## src/rtl/ram_arb_pkg.sv

```systemverilog
// Shared types and constants for the data-RAM arbiter between the Hack CPU and the host port.
package ram_arb_pkg;

  typedef enum logic {
    IDLE = 1'b0,
    RESP = 1'b1
  } arb_state_t;

  localparam int DATA_W_DEF = 16;
  localparam int ADDR_W_DEF = 16;
  localparam int STAT_W     = 16;

endpackage

```

## src/rtl/ram_arb_stats.sv

```systemverilog
// Saturating host-grant and CPU-stall counters; only instantiated when RAM_ARB_STATS_EN is defined.
module ram_arb_stats
  import ram_arb_pkg::*;
(
  input  logic              clk,
  input  logic              reset,
  input  logic              grant,
  input  logic              stall,
  output logic [STAT_W-1:0] host_grants,
  output logic [STAT_W-1:0] stall_cycles
);

  always_ff @(posedge clk) begin
    if (reset) begin
      host_grants  <= '0;
      stall_cycles <= '0;
    end else begin
      if (grant && (host_grants != '1)) host_grants <= host_grants + 1'b1;
      if (stall && (stall_cycles != '1)) stall_cycles <= stall_cycles + 1'b1;
    end
  end

endmodule

```

## src/rtl/ram_arbiter.sv

```systemverilog
// Single-port data-RAM arbiter: CPU owns the RAM, host gets idle slots or a forced one-cycle stall.
// Optional statistics counters are built when RAM_ARB_STATS_EN is defined.
module ram_arbiter
  import ram_arb_pkg::*;
#(
  parameter int RAM_SIZE = 32,
  parameter int MAX_WAIT = 4,
  parameter int DATA_W   = DATA_W_DEF,
  parameter int ADDR_W   = ADDR_W_DEF,
  localparam int MEM_AW  = $clog2(RAM_SIZE)
) (
  input  logic              clk,
  input  logic              reset,
  input  logic              cpu_req,
  input  logic [ADDR_W-1:0] cpu_addr,
  input  logic [DATA_W-1:0] cpu_wdata,
  input  logic              cpu_we,
  output logic [DATA_W-1:0] cpu_rdata,
  output logic              cpu_stall,
  input  logic              host_req_valid,
  output logic              host_req_ready,
  input  logic              host_we,
  input  logic [ADDR_W-1:0] host_addr,
  input  logic [DATA_W-1:0] host_wdata,
  output logic              host_rsp_valid,
  input  logic              host_rsp_ready,
  output logic [DATA_W-1:0] host_rdata,
  output logic [MEM_AW-1:0] mem_addr,
  output logic [DATA_W-1:0] mem_wdata,
  output logic              mem_we,
  input  logic [DATA_W-1:0] mem_rdata,
  output logic              err_oob,
  output logic [15:0]       stat_host_grants,
  output logic [15:0]       stat_stall_cycles
);

  localparam logic [ADDR_W-1:0] RAM_LIMIT = ADDR_W'(RAM_SIZE);
  localparam logic [7:0]        WAIT_MAX  = 8'(MAX_WAIT);

  // Handshakes: a host request transfers in a cycle where host_req_valid && host_req_ready;
  // a response transfers where host_rsp_valid && host_rsp_ready. Payloads must hold while valid is high.
  arb_state_t  state, state_next;
  logic [7:0]  wait_cnt;
  logic        grant;
  logic        cpu_oob, host_oob;

  assign cpu_oob  = (cpu_addr >= RAM_LIMIT);
  assign host_oob = (host_addr >= RAM_LIMIT);

  always_comb begin
    state_next     = state;
    host_req_ready = 1'b0;
    host_rsp_valid = 1'b0;
    grant          = 1'b0;
    cpu_stall      = 1'b0;
    case (state)
      IDLE: begin
        host_req_ready = !cpu_req || (wait_cnt == WAIT_MAX);
        grant          = host_req_valid && host_req_ready;
        cpu_stall      = grant && cpu_req;
        if (grant) state_next = RESP;
      end
      RESP: begin
        host_rsp_valid = 1'b1;
        if (host_rsp_ready) state_next = IDLE;
      end
    endcase
  end

  // The RAM follows the host only in the grant cycle; otherwise the CPU drives it.
  always_comb begin
    mem_addr  = cpu_addr[MEM_AW-1:0];
    mem_wdata = cpu_wdata;
    mem_we    = cpu_req && cpu_we && !cpu_oob;
    if (grant) begin
      mem_addr  = host_addr[MEM_AW-1:0];
      mem_wdata = host_wdata;
      mem_we    = host_we && !host_oob;
    end
    cpu_rdata = cpu_oob ? '0 : mem_rdata;
  end

  always_ff @(posedge clk) begin
    if (reset) begin
      state      <= IDLE;
      wait_cnt   <= '0;
      host_rdata <= '0;
      err_oob    <= 1'b0;
    end else begin
      state <= state_next;
      if (grant) begin
        wait_cnt   <= '0;
        host_rdata <= (host_we || host_oob) ? '0 : mem_rdata;
      end else if ((state == IDLE) && host_req_valid) begin
        wait_cnt <= wait_cnt + 1'b1;
      end else begin
        wait_cnt <= '0;
      end
      // A stalled CPU access is repeated next cycle, so it is judged then.
      if ((grant && host_oob) || (cpu_req && !cpu_stall && cpu_oob)) err_oob <= 1'b1;
    end
  end

`ifdef RAM_ARB_STATS_EN
  ram_arb_stats u_stats (
    .clk          (clk),
    .reset        (reset),
    .grant        (grant),
    .stall        (cpu_stall),
    .host_grants  (stat_host_grants),
    .stall_cycles (stat_stall_cycles)
  );
`else
  assign stat_host_grants  = '0;
  assign stat_stall_cycles = '0;
`endif

endmodule

```

## config.mk

```make
export PLATFORM = sky130hd
export DESIGN_NAME = ram_arbiter
export DESIGN_NICKNAME = d
export VERILOG_FILES = /design/src/rtl/ram_arb_pkg.sv /design/src/rtl/ram_arb_stats.sv /design/src/rtl/ram_arbiter.sv
export SDC_FILE = /design/constraint.sdc
export NUM_CORES = 1
export LEC_CHECK = 0
export ABC_AREA = 1
export CORE_AREA = 2 2 65 113
export CTS_BUF_LIST = sky130_fd_sc_hd__clkbuf_8
export CTS_CLUSTER_SIZE = 28
export DETAILED_ROUTE_END_ITERATION = 12
export DIE_AREA = 0 0 67 115
export PLACE_DENSITY = 0.77
export REMOVE_ABC_BUFFERS = 1
export SLEW_MARGIN = 20
export SYNTH_ARGS = -nofsm -noshare
export SYNTH_HDL_FRONTEND = slang
export SYNTH_SLANG_ARGS = --single-unit
export TNS_END_PERCENT = 1
```

## constraint.sdc

```tcl
create_clock -name clk -period 2.1 [get_ports clk]
set_input_delay 0.42 -clock clk [delete_from_list [all_inputs] [get_ports clk]]
set_output_delay 0.42 -clock clk [all_outputs]
set_load 0.03 [all_outputs]
```

==> metrics.yaml <==
status: "finished, violations left"
violations: "negative setup slack"
p_leak_nw: 1.69
worst-setup-path-type: "input pin to output port"
path_delay_family: "buffers and inverters"
ff_latch_area_um2: 523
min_period_ns: 2.14
startpoint: "cpu_req"
root_buffer: "clkbuf_8"
fillCellCount: 635
crit_chain: "clkdlybuf4s50_1, o21ai_4, nand2_4, clkbuf_16, nand2_1, nand2_1, buf_6"
ios: 177
core-area_um2: 6810
ys_types: 30
hp-start: "wait_cnt[0]$_SDFF_PP0_"
synth_xor_area_share_pct: 1.29
fin_nets: 572
hold-path-cell-count: 1
worst_slack_ns: -0.0390
hold_violations: 0
cap_viol_max_count: 0
comb_power_share_pct: 40.1
vias: 2570
port_buffers: 144
p_clk_share_pct: 27.2
postPlaceCellArea_um2: 3390
worstSkewPairLatency_ns: 0.27
crit_buf_inv: 3
layout_common_cells: "104 x clkdlybuf4s50_1, 84 x nor2_1, 32 x conb_1"
cts.clk_slew.worst_paths_ns: 0.09
seq_power_share_pct: 32.7
setup_viol: 15
grt_pass1_wl_um: 10600
drc_errors: 0
final_antenna_net_count: 0
fmax_ghz: 0.468
ir_drop_uv: 380
cts_tree: "yes"
row_count: 40
synthAdderAreaFrac_pct: 1.23
crit_slowest_cell: "clkdlybuf4s50_1"
synth_top_family_by_area: "simple AND/OR/NAND/NOR gates"
seq_area_frac_synth_pct: 25.5
n_antenna_cell: 0
design_area_um2: 3780
cp.required_ns: 1.68
clock-sinks: 26
die_h_um: 115
yosys_warnings: 0
hpwl_um: 5680
syn_inst: 333
switching_share_pct: 32.1
grt_pass1_vias: 2397
multi_input_area_um2: 1310
rsz0062_at_grt: "true"
htreeDepth: 1
avgSynthCellArea_um2: 6.13
place.gp.congestion: 0.799
wl_per_cell_um: 12.9
antenna_found_initial: 0
arrival_ns: 1.72
cts_buffer_depth: 2
min_path_type: "flop to flop"
drt_first_iter_violations: 43
p_int_w: 0.00104
grt_max_degree: 24
rr_startpoint: "wait_cnt[1]$_SDFF_PP0_"
start_util_pct: 30.0
reg2reg_depth: 10
muxShareOfSynthArea_pct: 0
skew_ns: 0.00654
overflow: 0
synth_compound_area_share_pct: 7.85
cp_common_cell: "nand2_1"
chipWidth_um: 67
cts_made_buffers: 3
hold_ws_ns: 0.451
drive_gt1_share_pct: 22.2
routed_wl_um: 7310
final_common_cell: "clkdlybuf4s50_1"
synth_area_um2: 2040
track_usage_pct: 17.3
vias_per_cell: 4.54
p_sw_w: 0.000491
drt_pass1_iterations: 4
path_depth: 7
synth-simple-area-share_pct: 41.1
die_area_um2: 7710
p_per_area_nw_per_um2: 404
startpoint_type: "input pin"
post-place-ws_ns: -0.0188
max_stage_delay_ns: 0.59
hold_buffers: 0
ys_seq_elements: 26
finalCritPeriodShare_pct: 102
critPathMaxFanout: 7
syn_to_final_growth_pct: 85.4
cp-end-kind: "output port"
slew_viol_final: 0
==> flip-flops by register name, summed over array words and instances (netlist names) <==
signal / count
err_oob: 1
state: 1
host_rdata: 16
wait_cnt: 8
==> power by group through the flow <==
stage	combinational, W	sequential, W	clock [W]
6_report	0.000614	0.000500	0.000416
5_1_grt	0.000656	0.000501	0.000451
4_1_cts	0.000545	0.000500	0.000427
3_5_place_dp	0.000538	0.000511	0
3_3_place_gp	0.000533	0.000511	0
2_1_floorplan	0.000243	0.000515	0
==> per-layer routing <==
layer  vias up  global-route usage, %  routed length, µm
met5         -                      0                  0
met2       123                   35.8               4260
met3         6                   3.13                583
li1       1280                      -                  -
met1      1161                   16.7               2400
met4         0                   3.27                 57
==> cell usage after synthesis (all sizes together) <==
| master | number | share of area [%] |
|---|---|---|
| nand3 | 28 | 6.9 |
| a21boi | 16 | 5.9 |
| xnor2 | 1 | 0.43 |
| nor3b | 2 | 0.74 |
| nor3 | 1 | 0.25 |
| dfxtp | 26 | 26 |
| xor2 | 2 | 0.86 |
| o21ai | 4 | 1.2 |
| ha | 2 | 1.2 |
| clkbuf | 6 | 1.1 |
| or3 | 1 | 0.31 |
| a21oi | 2 | 0.49 |
| nand4 | 17 | 5.2 |
| conb | 1 | 0.18 |
| inv | 31 | 5.7 |
| and2 | 2 | 0.61 |
| nand2 | 55 | 10 |
| a31oi | 1 | 0.31 |
| buf | 45 | 16 |
| clkinv | 1 | 0.18 |
| nor2 | 89 | 17 |
==> stage by stage <==
step / total power, W / cells / TNS, ns / utilization, %
finish: 0.00153 / 566 / -0.434 / 55.6
global route: 0.00161 / 566 / -2.74 / 55.6
CTS: 0.00147 / 562 / 0 / 51.5
detailed placement: 0.00105 / 556 / -0.132 / 49.9
global placement: 0.00104 / 556 / -0.0609 / 49.9
floorplan: 0.000759 / 313 / -16.65 / -
==> final cells by class <==
| type | count | share of cell area, % |
|---|---|---|
| clock buffers | 3 | 1.09 |
| clock inverters | 1 | 0.794 |
| inverters | 32 | 3.17 |
| multi-input cells | 255 | 34.5 |
| flip-flops and latches | 26 | 13.8 |
| well taps | 84 | 2.78 |
| repair buffers | 165 | 43.8 |
==> logic make-up after synthesis <==
logic type / count (synthesis)
adders and majority gates: 2
AOI/OAI and AO/OA: 23
other: 1
and+or+nand+nor: 195
xor gates and xnor gates: 3
buffers and inverters: 83
DFF: 26
==> final timing paths <==
| check | endpoint | slack (ns) |
|---|---|---|
| worst min register to register | wait_cnt[0]$_SDFF_PP0_ | 0.45 |
| worst min-delay path | wait_cnt[0]$_SDFF_PP0_ | 0.45 |
| worst max register to register | host_rdata[14]$_SDFFE_PP0P_ | 0.45 |
| worst max-delay path | mem_wdata[4] | -0.04 |
==> timing repair <==
action | in CTS | in global routing
endpoints found under the setup margin | 23 | 40
resized for setup | 6 | 68
gates cloned | 0 | 2
pin swaps | 3 | 12
buffers inserted | 2 | 2
Power figures use the tool's default switching activity.
==> RTL edit, RTL diff (config.mk and constraints unchanged) <==
Register the output `err_oob` once more, with the module's reset; this adds one clock of latency there. The other outputs are not delayed to match.
--- a/src/rtl/ram_arbiter.sv
+++ b/src/rtl/ram_arbiter.sv
@@ -37,4 +37,6 @@
   localparam logic [ADDR_W-1:0] RAM_LIMIT = ADDR_W'(RAM_SIZE);
   localparam logic [7:0]        WAIT_MAX  = 8'(MAX_WAIT);
+
+  logic err_oob_s0;
 
   // Handshakes: a host request transfers in a cycle where host_req_valid && host_req_ready;
@@ -86,5 +88,5 @@
       wait_cnt   <= '0;
       host_rdata <= '0;
-      err_oob    <= 1'b0;
+      err_oob_s0 <= 1'b0;
     end else begin
       state <= state_next;
@@ -98,5 +100,5 @@
       end
       // A stalled CPU access is repeated next cycle, so it is judged then.
-      if ((grant && host_oob) || (cpu_req && !cpu_stall && cpu_oob)) err_oob <= 1'b1;
+      if ((grant && host_oob) || (cpu_req && !cpu_stall && cpu_oob)) err_oob_s0 <= 1'b1;
     end
   end
@@ -116,4 +118,12 @@
 `endif
 
+  always_ff @(posedge clk) begin
+    if (reset) begin
+      err_oob <= '0;
+    end else begin
+      err_oob <= err_oob_s0;
+    end
+  end
+
 endmodule
 
Function: changed (a bounded check fails within 4 cycles, from zero or initial values and one cycle with reset high).
==> RTL edit against the unedited design <==
  * Setup slack worse by 1.1 ps
  * Sequential share of layout area grew 0.32 points
  * Total power shrank 6.4%
  * The flow still finishes with violations (setup timing)
  * Routed wire length up 2.8%
  * Register-to-register slack about the same
  * Global-route usage up 0.086 points
  * Sequential cell count is 1 higher
  * Final area grew 1.5%
  * Synthesized area rose by 1.2%
  * Count of clock-buffer cells in the layout did not move
  * Highest routed layer unchanged
  * Critical path depth up 2
==> RTL edit: results (changes against the unedited design) <==
* FILL cells at 650 (+2.4%)
* Post-synth top cells: 88 x sky130_fd_sc_hd__nor2_1, 54 x sky130_fd_sc_hd__nand2_1, 35 x sky130_fd_sc_hd__buf_4, 30 x sky130_fd_sc_hd__inv_1, 28 x sky130_fd_sc_hd__nand3_1
* Global Route met1 Usage at 15.5% (-1.2 points)
* Violations in the final reports: setup timing
* Placer congestion estimate at 0.770 (-3.7%)
* DR vias at 2610 (+1.6%)
* Number of global-route vias before repair at 2405 (+0.33%)
* Average wire per standard cell at 13.2 um (+2.5%)
* Routed length on met2 at 4350 um (+2.0%)
* Met1 wire length at 2340 um (-2.7%)
* Largest stage delay on the critical path at 350 ps (-240 ps)
* First-pass GRT wire length at 10600 um (about the same)
* GR met2 Demand/Resource at 36.4% (+0.59 points)
* Sum of negative setup slack at -286 ps (+148 ps)
* P_leak at 1.70 nW (+0.46%)
* Final number of setup-violating endpoints at 16 (+1)
* Global-route usage over all layers at 17.4% (+0.086 points)
* Maximum vdd ir drop at 277 uV (-27%)
* Part of the Yosys area used for sequential elements at 26.2% (+0.68 points)
* Result of the run: finished, violations left
* Worst setup slack after placement at -81.8 ps (-63.0 ps)
* Share of layout cells above drive strength 1 at 23.6% (+1.4 points)
* Routed vias/inst at 4.60 (+1.2%)
* Count of unique library cells instantiated by Yosys at 29 (-3.3%)
* Crit path setup slack, layout at -40.1 ps (-1.11 ps)
* Top post-synthesis cells by area: sky130_fd_sc_hd__dfxtp_1 26%, sky130_fd_sc_hd__nor2_1 16%, sky130_fd_sc_hd__buf_4 13%
* Mean instance size in the synthesized netlist at 6.16 um2 (+0.56%)
* Detailed-routed wire length on met3 at 736 um (+26%)
==> RTL edit: changes by cell type in the layout (fill, tap and decap cells not counted), moves of 6 or more <==
cell,before,now
sky130_fd_sc_hd__nor2_1,84,73
sky130_fd_sc_hd__buf_6,30,36
sky130_fd_sc_hd__nor2_2,2,16
sky130_fd_sc_hd__buf_4,28,19
==> RTL edit: final timing paths <==
path,from,to,slack (ps),cells past startpoint
worst max-delay path,wait_cnt[1]$_SDFF_PP0_,mem_addr[4],-40,9
worst min-delay path,err_oob_s0$_SDFFE_PP0P_,err_oob$_SDFF_PP0_,460,2
worst max register to register,wait_cnt[1]$_SDFF_PP0_,host_rdata[0]$_SDFFE_PP0P_,450,10
worst min register to register,err_oob_s0$_SDFFE_PP0P_,err_oob$_SDFF_PP0_,460,2
==> RTL edit: repair_timing <==
| item | CTS | global route |
|---|---|---|
| cloned | 0 | 3 |
| hold endpoints to repair | 0 | 0 |
| hold buffers | 0 | 0 |
| setup buffers | 0 | 3 |
| pin swaps | 2 | 12 |
| gates resized for setup | 6 | 83 |
| endpoints found under the setup margin | 27 | 42 |
==> RTL edit: cell families after synthesis <==
logic type,synth area share (%)
other,0.182
buffers and inverters,22.6
flip-flops,26.2
XOR/XNOR,1.27
adder cells (fa/ha/maj),1.21
AO/OA/AOI/OAI,7.76
AND/OR/NAND/NOR,40.8
==> RTL edit: cell type report <==
type | count | area [um2] | share of cell area, %
timing repair buffer | 165 | 1710 | 44.6
multi-input combinational | 256 | 1310 | 34.1
sequential | 27 | 543 | 14.1
inverter | 32 | 120 | 3.13
tap | 84 | 105 | 2.74
clock buffer | 3 | 41.3 | 1.08
clock inverter | 1 | 5.00 | 0.130
==> RTL edit: report_power, final <==
part           internal (mW)  switching [mW]
registers              0.516         0.00293
logic                  0.285           0.327
clock network          0.133           0.168
